--- config.mk ---
export PLATFORM = sky130hd
export DESIGN_NAME = regwr_sched
export DESIGN_NICKNAME = d
export VERILOG_FILES = /design/src/rtl/regwr_sched_pkg.sv /design/src/rtl/regwr_sched_rq_fifo.sv /design/src/rtl/regwr_sched.sv
export SDC_FILE = /design/constraint.sdc
export NUM_CORES = 1
export LEC_CHECK = 0
export BUFFER_PORTS_ARGS = -buffer_cell sky130_fd_sc_hd__buf_2
export CAP_MARGIN = 20
export CORE_MARGIN = 2
export CORE_UTILIZATION = 25
export DETAILED_ROUTE_END_ITERATION = 10
export MAX_ROUTING_LAYER = met4
export PLACE_DENSITY_LB_ADDON = 0.05
export SLEW_MARGIN = 20
export SYNTH_ARGS = -nofsm -noshare
export SYNTH_HDL_FRONTEND = slang
export SYNTH_SLANG_ARGS = --single-unit
--- constraint.sdc ---
create_clock -name clk -period 4.32 [get_ports clk]
set_clock_uncertainty 0.2 [all_clocks]
set_input_delay 0 -clock clk [delete_from_list [all_inputs] [get_ports clk]]
set_output_delay 0 -clock clk [all_outputs]
set_load 0.05 [all_outputs]
--- src/rtl/regwr_sched_pkg.sv ---
// -----------------------------------------------------------------------------
// regwr_sched_pkg
// Shared definitions for the register-file write-port scheduler:
//   - default widths/depth used as parameter defaults by regwr_sched
//   - return-queue entry field widths (address + data payload, 1-bit live tag)
//   - write-port source selection encoding
// -----------------------------------------------------------------------------
package regwr_sched_pkg;

    localparam int DEF_FULLW  = 32;  // register data width
    localparam int DEF_REGAW  = 4;   // register address width
    localparam int DEF_QDEPTH = 2;   // load-return queue depth

    // Return-queue entry layout: {wa, wd} payload plus a separate live tag.
    localparam int RQ_LIVE_W = 1;

    function automatic int rq_data_w(input int fullw, input int regaw);
        return fullw + regaw;
    endfunction

    // Which source owns the register-file write port this cycle.
    typedef enum logic [1:0] {
        WSEL_IDLE = 2'd0,  // nothing to write
        WSEL_WB   = 2'd1,  // in-order WB write (fixed priority)
        WSEL_LR   = 2'd2,  // pop queue head and write it
        WSEL_DROP = 2'd3   // pop a stale queue head without writing
    } wsel_e;

endpackage

--- src/rtl/regwr_sched_rq_fifo.sv ---
// -----------------------------------------------------------------------------
// rq_fifo
// Synchronous FIFO for load returns. Each entry carries a DW-bit payload and a
// 1-bit live tag. Pointers/count use an async active-low reset; the storage
// array is data-only and is never reset.
//   clk     : clock, rising edge
//   rst_n   : asynchronous active-low reset (empties the FIFO)
//   push_i  : write data_i/live_i at the tail (ignored when full)
//   pop_i   : drop the head entry (ignored when empty)
//   data_i  : payload to push
//   live_i  : live tag to push
//   data_o  : head payload
//   live_o  : head live tag
//   full_o  : FIFO holds DEPTH entries
//   empty_o : FIFO holds no entries
// -----------------------------------------------------------------------------
module rq_fifo
    import regwr_sched_pkg::*;
#(
    parameter int DW    = 36,
    parameter int DEPTH = 2
) (
    input  logic          clk,
    input  logic          rst_n,
    input  logic          push_i,
    input  logic          pop_i,
    input  logic [DW-1:0] data_i,
    input  logic          live_i,
    output logic [DW-1:0] data_o,
    output logic          live_o,
    output logic          full_o,
    output logic          empty_o
);

    localparam int PW = $clog2(DEPTH);

    logic [PW-1:0]        wr_ptr_q, wr_ptr_d;
    logic [PW-1:0]        rd_ptr_q, rd_ptr_d;
    logic [PW:0]          cnt_q, cnt_d;
    logic [DW-1:0]        data_mem_q [DEPTH];
    logic [RQ_LIVE_W-1:0] live_mem_q [DEPTH];
    logic                 do_push, do_pop;

    assign full_o  = (cnt_q == (PW+1)'(DEPTH));
    assign empty_o = (cnt_q == '0);
    assign do_push = push_i && !full_o;
    assign do_pop  = pop_i && !empty_o;
    assign data_o  = data_mem_q[rd_ptr_q];
    assign live_o  = live_mem_q[rd_ptr_q][0];

    // DEPTH is a power of two, so pointer increments wrap naturally.
    always_comb begin
        wr_ptr_d = wr_ptr_q;
        rd_ptr_d = rd_ptr_q;
        cnt_d    = cnt_q;
        if (do_push) wr_ptr_d = wr_ptr_q + PW'(1);
        if (do_pop)  rd_ptr_d = rd_ptr_q + PW'(1);
        case ({do_push, do_pop})
            2'b10:   cnt_d = cnt_q + (PW+1)'(1);
            2'b01:   cnt_d = cnt_q - (PW+1)'(1);
            default: cnt_d = cnt_q;
        endcase
    end

    always_ff @(posedge clk or negedge rst_n) begin
        if (!rst_n) begin
            wr_ptr_q <= '0;
            rd_ptr_q <= '0;
            cnt_q    <= '0;
        end else begin
            wr_ptr_q <= wr_ptr_d;
            rd_ptr_q <= rd_ptr_d;
            cnt_q    <= cnt_d;
        end
    end

    always_ff @(posedge clk) begin
        if (do_push) begin
            data_mem_q[wr_ptr_q] <= data_i;
            live_mem_q[wr_ptr_q] <= RQ_LIVE_W'(live_i);
        end
    end

endmodule

--- src/rtl/regwr_sched.sv ---
// -----------------------------------------------------------------------------
// regwr_sched
// Shares the single register-file write port between the in-order WB stage
// (fixed priority, never back-pressured) and the long-latency load return path
// (valid/ready, buffered in a small FIFO). A per-register scoreboard tracks
// outstanding load destinations and marks returns that a younger WB write has
// overtaken so they complete their handshake without writing.
//   clk, rst_n          : clock (rising edge), async active-low reset
//   wb_we/wb_wa/wb_wd   : WB-stage write request
//   iss_valid/iss_rd    : long-latency load issue and its destination
//   lr_valid/lr_wa/lr_wd: load return request
//   lr_ready            : return queue can accept (not full)
//   rf_we/rf_wa/rf_wd   : registered register-file write port
//   busy                : outstanding long-latency destinations
//   stall_req           : queue full with a return waiting; WB must bubble
// -----------------------------------------------------------------------------
module regwr_sched
    import regwr_sched_pkg::*;
#(
    parameter int FULLW  = DEF_FULLW,
    parameter int REGAW  = DEF_REGAW,
    parameter int QDEPTH = DEF_QDEPTH
) (
    input  logic               clk,
    input  logic               rst_n,
    input  logic               wb_we,
    input  logic [REGAW-1:0]   wb_wa,
    input  logic [FULLW-1:0]   wb_wd,
    input  logic               iss_valid,
    input  logic [REGAW-1:0]   iss_rd,
    input  logic               lr_valid,
    input  logic [REGAW-1:0]   lr_wa,
    input  logic [FULLW-1:0]   lr_wd,
    output logic               lr_ready,
    output logic               rf_we,
    output logic [REGAW-1:0]   rf_wa,
    output logic [FULLW-1:0]   rf_wd,
    output logic [2**REGAW-1:0] busy,
    output logic               stall_req
);

    localparam int NREG  = 2**REGAW;
    localparam int RQ_DW = rq_data_w(FULLW, REGAW);

    logic             q_push, q_pop, q_full, q_empty, q_live, push_live;
    logic [RQ_DW-1:0] q_data;
    wsel_e            wsel;

    logic [NREG-1:0]  busy_q, busy_d;
    logic [NREG-1:0]  stale_q, stale_d;
    logic             rf_we_q, rf_we_d;
    logic [REGAW-1:0] rf_wa_q, rf_wa_d;
    logic [FULLW-1:0] rf_wd_q, rf_wd_d;

    // lr_ready depends on queue state only, never on lr_valid.
    assign lr_ready  = !q_full;
    assign q_push    = lr_valid && !q_full;
    assign stall_req = q_full && lr_valid;

    // A WB write in the same cycle as the push counts as overtaking the load.
    assign push_live = !(stale_q[lr_wa] || (wb_we && (wb_wa == lr_wa)));

    rq_fifo #(
        .DW    (RQ_DW),
        .DEPTH (QDEPTH)
    ) u_rq_fifo (
        .clk     (clk),
        .rst_n   (rst_n),
        .push_i  (q_push),
        .pop_i   (q_pop),
        .data_i  ({lr_wa, lr_wd}),
        .live_i  (push_live),
        .data_o  (q_data),
        .live_o  (q_live),
        .full_o  (q_full),
        .empty_o (q_empty)
    );

    // Port arbitration: WB always wins; otherwise drain the queue head.
    always_comb begin
        wsel = WSEL_IDLE;
        if (wb_we) begin
            wsel = WSEL_WB;
        end else if (!q_empty) begin
            wsel = q_live ? WSEL_LR : WSEL_DROP;
        end
    end

    assign q_pop = (wsel == WSEL_LR) || (wsel == WSEL_DROP);

    always_comb begin
        rf_we_d = 1'b0;
        rf_wa_d = rf_wa_q;
        rf_wd_d = rf_wd_q;
        case (wsel)
            WSEL_WB: begin
                rf_we_d = 1'b1;
                rf_wa_d = wb_wa;
                rf_wd_d = wb_wd;
            end
            WSEL_LR: begin
                rf_we_d = 1'b1;
                {rf_wa_d, rf_wd_d} = q_data;
            end
            default: rf_we_d = 1'b0;
        endcase
    end

    // Scoreboard update order matters: WB marking, then push retire, then a
    // new issue, so a same-cycle issue/push to one register leaves it busy
    // and not stale.
    always_comb begin
        busy_d  = busy_q;
        stale_d = stale_q;
        if (wb_we && busy_q[wb_wa]) begin
            stale_d[wb_wa] = 1'b1;
        end
        if (q_push) begin
            busy_d[lr_wa] = 1'b0;
        end
        if (iss_valid) begin
            busy_d[iss_rd]  = 1'b1;
            stale_d[iss_rd] = 1'b0;
        end
    end

    always_ff @(posedge clk or negedge rst_n) begin
        if (!rst_n) begin
            busy_q  <= '0;
            stale_q <= '0;
            rf_we_q <= 1'b0;
            rf_wa_q <= '0;
            rf_wd_q <= '0;
        end else begin
            busy_q  <= busy_d;
            stale_q <= stale_d;
            rf_we_q <= rf_we_d;
            rf_wa_q <= rf_wa_d;
            rf_wd_q <= rf_wd_d;
        end
    end

    assign busy  = busy_q;
    assign rf_we = rf_we_q;
    assign rf_wa = rf_wa_q;
    assign rf_wd = rf_wd_q;

endmodule
=== Word level (Yosys, flattened, before mapping) ===
Memories as Yosys holds them, arrays and structs flattened.
Cells that the tools add are included.

* $add $sub $neg: 4
* Magnitude comparators: 6
* Eq/ne operators: 7
* Multiplexer cells: 23
* Bitwise operators: 6
* Reduce and logical (&&, ||, !) cells: 18

{| class="wikitable"
|+ Operators with widths
! operator !! number
|-
| $mux W16 || 4
|-
| $pmux W32 S2 || 1
|-
| $and A16 B16 Y16 || 2
|-
| $not A16 Y16 || 2
|-
| $or A16 B16 Y16 || 2
|-
| $lt A4 B5 Y1 const B || 3
|-
| $demux W1 S4 || 3
|-
| $ge A4 B1 Y1 const B || 3
|-
| $logic_and A1 B1 Y1 || 9
|-
| $mux W1 || 9
|-
| $bmux W1 S4 || 2
|-
| $eq A2 B2 Y1 const B || 4
|-
| $pmux W4 S2 || 1
|-
| $eq A2 B1 Y1 const B || 2
|-
| $eq A4 B4 Y1 || 1
|-
| $mux W2 || 2
|-
| $pmux W2 S2 || 1
|-
| $reduce_bool A2 Y1 || 2
|-
| $logic_not A1 Y1 || 3
|-
| $add A1 B1 Y1 const B || 2
|-
| $add A2 B1 Y2 const B || 1
|-
| $logic_not A2 Y1 || 1
|-
| $logic_or A1 B1 Y1 || 2
|-
| $reduce_or A2 Y1 || 1
|-
| $sub A2 B1 Y2 const B || 1
|}

* Bits in registers: 73
* Memory bits (writable): 74
* Input bits: 81
* Output and inout bits: 55
* Logic and storage cells: 74
* Memories: 2

{| class="wikitable"
|+ Memories
! name !! depth !! width !! rd ports !! clocked after memory_dff !! write ports !! RTL line !! RTL
|-
| u_rq_fifo.data_mem_q || 2 || 36 || 1 || 0 || 1 || regwr_sched_rq_fifo.sv:40 || <nowiki>logic [DW-1:0] data_mem_q [DEPTH];</nowiki>
|-
| u_rq_fifo.live_mem_q || 2 || 1 || 1 || 0 || 1 || regwr_sched_rq_fifo.sv:41 || <nowiki>logic [RQ_LIVE_W-1:0] live_mem_q [DEPTH];</nowiki>
|}

=== Longest topological paths before layout ===
Gate-level depths: netlist of the first run.

* Depth after elaboration: 9
* Gate-level depth with buffers: 10
* Gate-level depth less buffers: 6

=== Hierarchy ===
From an unflattened synthesis of the first run, not the netlist that was laid out.

* Cells, all modules: 461
* Area total of the unflattened synthesis: 6236.0 µm²

{| class="wikitable"
|+ By module, submodules not included
! module !! times used !! cells an instance !! area each (µm²) !! sequential area each (µm²)
|-
| regwr_sched || 1 || 328 || 3286.9 || 1726.7
|-
| rq_fifo || 1 || 133 || 2949.1 || 2322.2
|}

=== Least setup slack after synthesis of the first run ===
Ideal clock, no wire load.

* Path kind: register -> register
* From: register u_rq_fifo.cnt_q[0]
* To: memory u_rq_fifo.data_mem_q[0][0], enable pin
* Setup time: 0.431 ns
* Arrival time: 2.372 ns
* Required time: 3.689 ns
* Slack: 1.317 ns
* Stages on the path, launching flop included: 5
* Buffers on the path: 1
* Clock period less this slack: 3.003 ns
* Path through: dfrtp_1 nand2b_1 buf_6 nand2_1 nor2_1

* Longest elaborated chain between the ends: 6

{| class="wikitable"
|+ RTL lines
! element !! RTL line !! RTL
|-
| start: declaration || regwr_sched_rq_fifo.sv:39 || <nowiki>logic [PW:0] cnt_q, cnt_d;</nowiki>
|-
| start signal: assignment || regwr_sched_rq_fifo.sv:73 || <nowiki>cnt_q <= cnt_d;</nowiki>
|-
| $eq A2 B2 Y1 * || regwr_sched_rq_fifo.sv:44 || <nowiki>assign full_o = (cnt_q == (PW+1)'(DEPTH));</nowiki>
|-
| $logic_not A1 Y1 * || -- ||
|-
| named net lr_ready || regwr_sched.sv:34 || <nowiki>output logic lr_ready,</nowiki>
|-
| $logic_and A1 B1 Y1 || regwr_sched.sv:57 || <nowiki>assign q_push = lr_valid && !q_full;</nowiki>
|-
| $logic_and A1 B1 Y1 * || regwr_sched_rq_fifo.sv:46 || <nowiki>assign do_push = push_i && !full_o;</nowiki>
|-
| $mux W1 * || regwr_sched_rq_fifo.sv:78 || <nowiki>if (do_push) begin</nowiki>
|-
| $mux W1 (implied by the code) * || regwr_sched_rq_fifo.sv:79 || <nowiki>data_mem_q[wr_ptr_q] <= data_i;</nowiki>
|-
| end: declaration || regwr_sched_rq_fifo.sv:40 ||
|}

Mark *: on every way through the listed nets, which the timed path passes. The rest lies on a longest branch.

=== Final worst setup path of the first run ===
* From: input iss_rd[2]
* To: register stale_q[0]

* Longest elaborated chain between the ends: 7
* Elaborated cells on any way between the ends: 8
* Those cells by class: order compare: 2; mux: 3; bitwise: 2; reduce/logical: 1

{| class="wikitable"
|+ RTL lines
! element !! RTL line !! RTL
|-
| start: declaration || regwr_sched.sv:30 || <nowiki>input logic [REGAW-1:0] iss_rd,</nowiki>
|-
| $lt A4 B5 Y1 (implied by the code) or $ge A4 B1 Y1 (tied branches) || regwr_sched.sv:123 || <nowiki>stale_d[iss_rd] = 1'b0;</nowiki>
|-
| $logic_and A1 B1 Y1 (implied by the code) || regwr_sched.sv:123 ||
|-
| $mux W1 (implied by the code) || regwr_sched.sv:123 ||
|-
| $demux W1 S4 * || regwr_sched.sv:123 ||
|-
| $not A16 Y16 (no line) * || -- ||
|-
| $and A16 B16 Y16 (no line) * || -- ||
|-
| $mux W16 * || regwr_sched.sv:121 || <nowiki>if (iss_valid) begin</nowiki>
|-
| named net stale_d[0] || regwr_sched.sv:50 || <nowiki>logic [NREG-1:0] stale_q, stale_d;</nowiki>
|-
| end signal: assignment || regwr_sched.sv:136 || <nowiki>stale_q <= stale_d;</nowiki>
|-
| end: declaration || regwr_sched.sv:50 ||
|}

Marked as above.
A chain may end at the register's enable or synchronous reset.

==> impl_results.md, run 1 <==
* Clock-pin slew on the worst setup and hold paths at 60 ps
* Post-layout minimum cycle time at 2570 ps
* Share of the synthesized area in the top cell type at 36.6%
* Dominant cell type by area after synthesis: edfxtp_1
* Die W at 160 µm
* Cell area after layout at 8660 µm²
* CTS Buffer Depth at 2
* Starting Density at 25.2%
* Pin count of the biggest net entering global routing at 74
* Clock buffer count from CTS at 17
* Iteration-0 DRC Markers at 268
* Crit share post-route at 59.5%
* CTS tree: done
* Yosys cell types at 41
* Initial antenna violation count at 0
* Antenna viol nets, final at 0
* Startpoint type of the worst setup path: primary input
* Fillers at 2505
* Slew HR at 31.2%
* Worst Path Arrival at 2670 ps
* Crit-path leading delay family: buffers and inverters
* Total GRT Usage at 14.1%
* Mean Syn Cell Area at 12.2 µm²
* # clock sinks at 147
* Post-cts sizing count at 0
* Reg2Reg Depth at 4
* Post-DP Area at 7080 µm²
* Vias in the first global route at 4737
* Syn Nets at 579
* Nets@finish at 804
* Total power of the final layout at 6.00 mW
* CP max FO at 7
* WHS Path Cells at 2
* Setup TNS at 0 ps
* 1st-pass router iterations at 6
* Detail Placement HPWL at 11.0 mm
* Area grow syn2layout at 42.7%
* Critical path type: in -> reg
* Routed wire length at 16.8 mm
* # DRC at 0
* Global-route wire length before repair at 26.9 mm
* Drt wl/cell at 15.9 µm
* Vias/cell at 4.26
* Core outline area at 24100 µm²
* Status: completed
* Setup ws final at 1750 ps
* Cells after synthesis at 496
* Async S/R FF share, synth at 49.7%
* WP buf/inv at 4
* CP max stage delay at 680 ps
* Seq cells post-synth at 147
* Seq/Total Area, Yosys at 66.7%
* Total grt overflow at 0
* CP Depth at 7
* F_max at 389 MHz
* Mapped cell area at 6070 µm²
* Nature of the critical path endpoint: flop
* Slowest-stage cell, CP: dlygate4sd3_1
* H-tree Lvls at 4
* MaxCap Viol Count at 0
* PwrDens at 693 nW/µm²
* Worst path most repeated cell: dlygate4sd3_1
* Final Setup Violations at 0
* Worst slew pin tran at 1030 ps
* Die Y at 160 µm
* Synth top area cells: edfxtp_1, dfrtp_1, o21ai_0
* Worst skew pair latency at 420 ps
* Post-synth EDFFs at 74
* Post-CTS Setup Inserts at 0
* Peak VDD IR at 251 µV
* Hold Crit Class: in -> reg
* Worst path cell trace: dlygate4sd3_1 -> buf_2 -> or3b_2 -> dlygate4sd3_1 -> nor3_1 -> nor2_1 -> dlygate4sd3_1
* Vias at 4509
* Placer Congestion at 0.766
* Most used DFF post-synth: edfxtp_1
* Hold Slack at 110 ps
* Ratio of cells with drive above 1 in the final layout at 25.1%
* Setup repair after global routing missed its margin: false
* Multi-input gate area at 1900 µm²
* Die area at 25500 µm²
* Sequential standard cell area at 4050 µm²
* Row count at 57
* CTS Hold Bufs at 94
* IO Count at 136
* Leak at 3.57 nW
* Final Max Tran Viols at 0
* I/O Buffers at 135
* Synthesis warning total at 0
* Final hold violation count at 0
* Antenna cells at 0
* Post-Place Worst Slack at 1850 ps
* Clock root buffer master: clkbuf_16
* Worst endpoint required time at 4420 ps
[cell usage in the layout (no fill, tap or decap), types with 3 or more instances in the layout]
cell type	instances
dlygate4sd3_1	93
nand3_1	4
inv_1	3
o21ai_1	3
buf_4	6
dfrtp_1	72
bufinv_16	3
nand2b_1	8
nor2_1	30
clkbuf_16	18
o21ai_0	93
nor3_1	4
o31ai_1	4
clkinvlp_4	3
mux4_2	3
nand2_1	76
xnor2_1	4
xor2_1	5
mux2i_1	39
a31oi_1	13
edfxtp_1	74
buf_2	134
nor2b_1	7
[worst paths after layout]
path	end	slack (ps)	start
setup / recovery	stale_q[0]	1750	iss_rd[2]
hold / removal	u_rq_fifo.data_mem_q[1][10]	110	lr_wd[10]
setup reg to reg	u_rq_fifo.data_mem_q[0][19]	1930	u_rq_fifo.cnt_q[0]
hold reg to reg	rf_wd[1]	280	rf_wd[1]
max in group asynchronous	rf_wd[16]	2880	rst_n
min in group asynchronous	busy[3]	420	rst_n
[sequential cells by signal (all words and copies together), names as in the netlist]
name	cells
u_rq_fifo.wr_ptr_q	1
u_rq_fifo.data_mem_q	72
rf_wd	32
rf_we	1
u_rq_fifo.live_mem_q	2
u_rq_fifo.rd_ptr_q	1
stale_q	16
u_rq_fifo.cnt_q	2
busy	16
rf_wa	4
[metal layers]
| layer | global-route usage (%) | routed length [µm] |
|---|---|---|
| met4 | 3.93 | 172 |
| met5 | - | 0 |
| met2 | 22.4 | 8040 |
| met3 | 3.12 | 604 |
| met1 | 18.1 | 7970 |
[Yosys cell counts, types with 3 or more instances]
master     n
o21ai_0   93
a31oi_1   13
mux4_2     3
o31ai_1    4
dfrtp_1   73
clkbuf_1  14
nor2b_1    7
o21ai_1    3
buf_1      6
nor3_1     4
buf_4      4
buf_2      3
nand2_1   76
xor2_1     5
nor2_1    31
inv_1      3
mux2i_1   39
nand3_1    4
nand2b_1   8
edfxtp_1  74
xnor2_1    4
[cells by family (layout without fill, tap and decap cells)]
logic type,Yosys count,in the layout,share of synthesized area [%]
AO/OA/AOI/OAI,120,120,10.8
adder cells (fa/ha/maj),2,2,0.412
AND/OR/NAND/NOR,144,144,10.7
flip-flops,147,147,66.7
buffers and inverters,31,269,2.35
XOR/XNOR,9,9,1.30
multiplexers,43,43,7.73
[cell type report]
cell class                 count  area share (%)
sequential                   147            46.8
clock inverter                11            1.72
multi-input combinational    318            21.9
inverter                       3           0.130
tap                          324            4.68
clock buffer                  21            5.56
timing repair buffer         234            19.2
[report_power, final]
group          switching [mW]  total (mW)  internal, mW  leakage (nW)
clock network           0.574        1.55         0.976         0.301
logic                    1.61        2.27         0.653          1.70
registers               0.218        2.18          1.97          1.57
[through the flow]
stage	util [%]	cells
global placement	29.3	932
detailed placement	29.4	932
finish	35.9	1058
CTS	35.9	1058
floorplan	-	496
global route	35.9	1058
[worst register-to-register path: stages, from the launching register on]
cell	delay, ps
dfrtp_1	390
nand2b_1	360
nand2_1	230
nor2_4	580
buf_4	320
(Power assumes the default switching activity.)
==> run 2: changes to the inputs <==
clock period = 2.1 ns   (was 4.32 ns; I/O delays follow)
==> run 2 against run 1 <==
Worst setup slack got worse by 1600 ps. Clock power increased by 81%. Wire length decreased by 2.7%. Global-route usage decreased by 0.25 points. Flip-flop and latch count unchanged. Final cell count increased by 0.19%. Non-clock buffer count increased by 2. Via count decreased by 0.20%. First-iteration DRC count decreased by 15%. Hold slack improved by 13 ps. Largest power group unchanged. Combinational power increased by 110%.
==> impl_results.md, run 2 (synthesized netlist as in run 1, its figures left out) <==
* Status: completed (unchanged)
* Vias/cell at 4.25 (was 4.26)
* Area grow syn2layout at 43.0% (was 42.7%)
* Vias at 4500 (was 4509)
* Reg with most FFs: u_rq_fifo.data_mem_q (unchanged)
* Worst path most repeated cell: dlygate4sd3_1 (unchanged)
* Final hold violation count at 0 (unchanged)
* RR Startpoint: u_rq_fifo.cnt_q[1] (was u_rq_fifo.cnt_q[0])
* Slowest-stage cell, CP: dlygate4sd3_1 (unchanged)
* Crit share post-route at 93.0%
* Setup repair after global routing missed its margin: false (unchanged)
* Routed wire length at 16.3 mm (was 16.8 mm)
* Row count at 57 (unchanged)
* 1st-pass router iterations at 7 (was 6)
* Die W at 160 µm (unchanged)
* Iteration-0 DRC Markers at 229 (was 268)
* Leak at 3.59 nW (was 3.57 nW)
* Min-delay src: lr_wd[3] (was lr_wd[10])
* Ratio of cells with drive above 1 in the final layout at 25.7% (was 25.1%)
* End of the worst register-to-register path: rf_wd[13] (was u_rq_fifo.data_mem_q[0][19])
* Antenna cells at 0 (unchanged)
* IO Count at 136 (unchanged)
* Worst Path Arrival at 2110 ps (was 2670 ps)
* Reg2Reg Depth at 5 (was 4)
* WP buf/inv at 3 (was 4)
* Post-DP Area at 7220 µm² (was 7080 µm²)
* F_max at 512 MHz
* Peak VDD IR at 510 µV (was 251 µV)
* WHS Endpoint: u_rq_fifo.data_mem_q[1][3] (was u_rq_fifo.data_mem_q[1][10])
* Starting Density at 25.2% (unchanged)
* Final Util at 36.0% (was 35.9%)
* Core outline area at 24100 µm² (unchanged)
* Clock root buffer master: clkbuf_16 (unchanged)
* Most common cell after layout, fill and taps aside: buf_2 (unchanged)
* Vias in the first global route at 4827 (was 4737)
* CP max FO at 7 (unchanged)
* Final Setup Violations at 0 (unchanged)
* Clock buffer count from CTS at 17 (unchanged)
* # DRC at 0 (unchanged)
* MaxCap Viol Count at 0 (unchanged)
* Commonest cells after routing, fill and taps aside: buf_2, o21ai_0, dlygate4sd3_1 (unchanged)
* Global-route wire length before repair at 26.4 mm (was 26.9 mm)
* Final Max Tran Viols at 0 (unchanged)
* Pin count of the biggest net entering global routing at 51 (was 74)
* Clock-pin slew on the worst setup and hold paths at 60 ps (about the same)
* Drt wl/cell at 15.4 µm (was 15.9 µm)
* Nature of the critical path endpoint: flop (unchanged)
* Worst path cell trace: dlygate4sd3_1 -> buf_2 -> or3b_2 -> dlygate4sd3_1 -> nor3_2 -> nand2b_1 (was dlygate4sd3_1 -> buf_2 -> or3b_2 -> dlygate4sd3_1 -> nor3_1 -> nor2_1 -> dlygate4sd3_1)
* CTS tree: done (unchanged)
* Startpoint type of the worst setup path: primary input (unchanged)
* PwrDens at 1390 nW/µm² (was 693 nW/µm²)
* Die Y at 160 µm (unchanged)
* Initial antenna violation count at 0 (unchanged)
* Fillers at 2453 (was 2505)
* Cell area after layout at 8680 µm² (was 8660 µm²)
* Antenna viol nets, final at 0 (unchanged)
* Detail Placement HPWL at 11.0 mm (about the same)
* R2R Setup Slk at 170 ps (was 1930 ps)
* Multi-input gate area at 1890 µm² (was 1900 µm²)
* Die area at 25500 µm² (unchanged)
* Placer Congestion at 0.777 (was 0.766)
* Post-layout minimum cycle time at 1950 ps
* Nets@finish at 806 (was 804)
* # clock sinks at 147 (unchanged)
* Worst skew pair latency at 410 ps (was 420 ps)
* Max reg flops at 72 (unchanged)
* CTS Buffer Depth at 2 (unchanged)
* Crit-path leading delay family: buffers and inverters (unchanged)
* Hold Crit Class: in -> reg (unchanged)
* Worst endpoint required time at 2260 ps (was 4420 ps)
* Sequential standard cell area at 4050 µm² (unchanged)
* Slew HR at 69.9% (was 31.2%)
* Worst slew pin tran at 452 ps (was 1030 ps)
* H-tree Lvls at 4 (unchanged)
* Total GRT Usage at 13.8% (was 14.1%)
* CP max stage delay at 690 ps (was 680 ps)
* Post-CTS Setup Inserts at 0 (unchanged)
* Critical path type: in -> reg (unchanged)
* Total grt overflow at 0 (unchanged)
* I/O Buffers at 135 (unchanged)
* WHS Path Cells at 2 (unchanged)
==> run 2: final cells by class <==
| type | count | share of cell area (%) |
|---|---|---|
| Clock buffer | 22 | 5.36 |
| Clock inverter | 10 | 0.952 |
| Inverter | 3 | 0.130 |
| Multi-Input combinational cell | 318 | 21.8 |
| Sequential cell | 147 | 46.7 |
| Tap cell | 324 | 4.67 |
| Timing Repair Buffer | 236 | 20.4 |
==> run 2: worst max path at each step <==
| stage | start | endpoint | slack [ps] | cells past startpoint |
|---|---|---|---|---|
| after global routing | u_rq_fifo.cnt_q[1] | rf_wa[2] | 20 | 7 |
| after floorplan | u_rq_fifo.rd_ptr_q | rf_wa[3] | -60 | 10 |
| after CTS | iss_rd[2] | busy[0] | 110 | 6 |
| after detailed placement | u_rq_fifo.cnt_q[1] | rf_wd[13] | 170 | 5 |
| after global placement | u_rq_fifo.cnt_q[0] | rf_wd[7] | 210 | 7 |
| final | iss_rd[2] | busy[0] | 150 | 6 |
==> run 2: what timing repair did <==
item	CTS	global route
endpoints found under the hold margin	211	0
setup endpoints to repair	0	1
hold buffers	89	0
gates resized for setup	0	1
==> run 2: where the power goes <==
| group | switching, mW | leakage (nW) | internal [mW] |
|---|---|---|---|
| registers | 0.443 | 1.57 | 4.04 |
| clock network | 1.12 | 0.278 | 1.69 |
| logic | 3.30 | 1.74 | 1.45 |
| total | 4.86 | 3.59 | 7.18 |
==> run 2: layer usage <==
layer	part of all wire, %	global-route usage (%)
met1	45	17.2
met2	50	22.3
met3	3.6	3.40
met4	1.2	4.10
met5	0	-
==> run 2: metrics by stage <==
step	hold slack, ps	std cells	setup slack, ps	power (mW)	TNS [ps]
after floorplan	-496	496	-62.7	7.82	-1250
after global placement	-187	939	207	9.19	0
after detailed placement	-178	939	171	9.23	0
after CTS	90.1	1060	107	12.3	0
after global routing	98.8	1060	16.3	12.8	0
final	123	1060	148	12.0	0
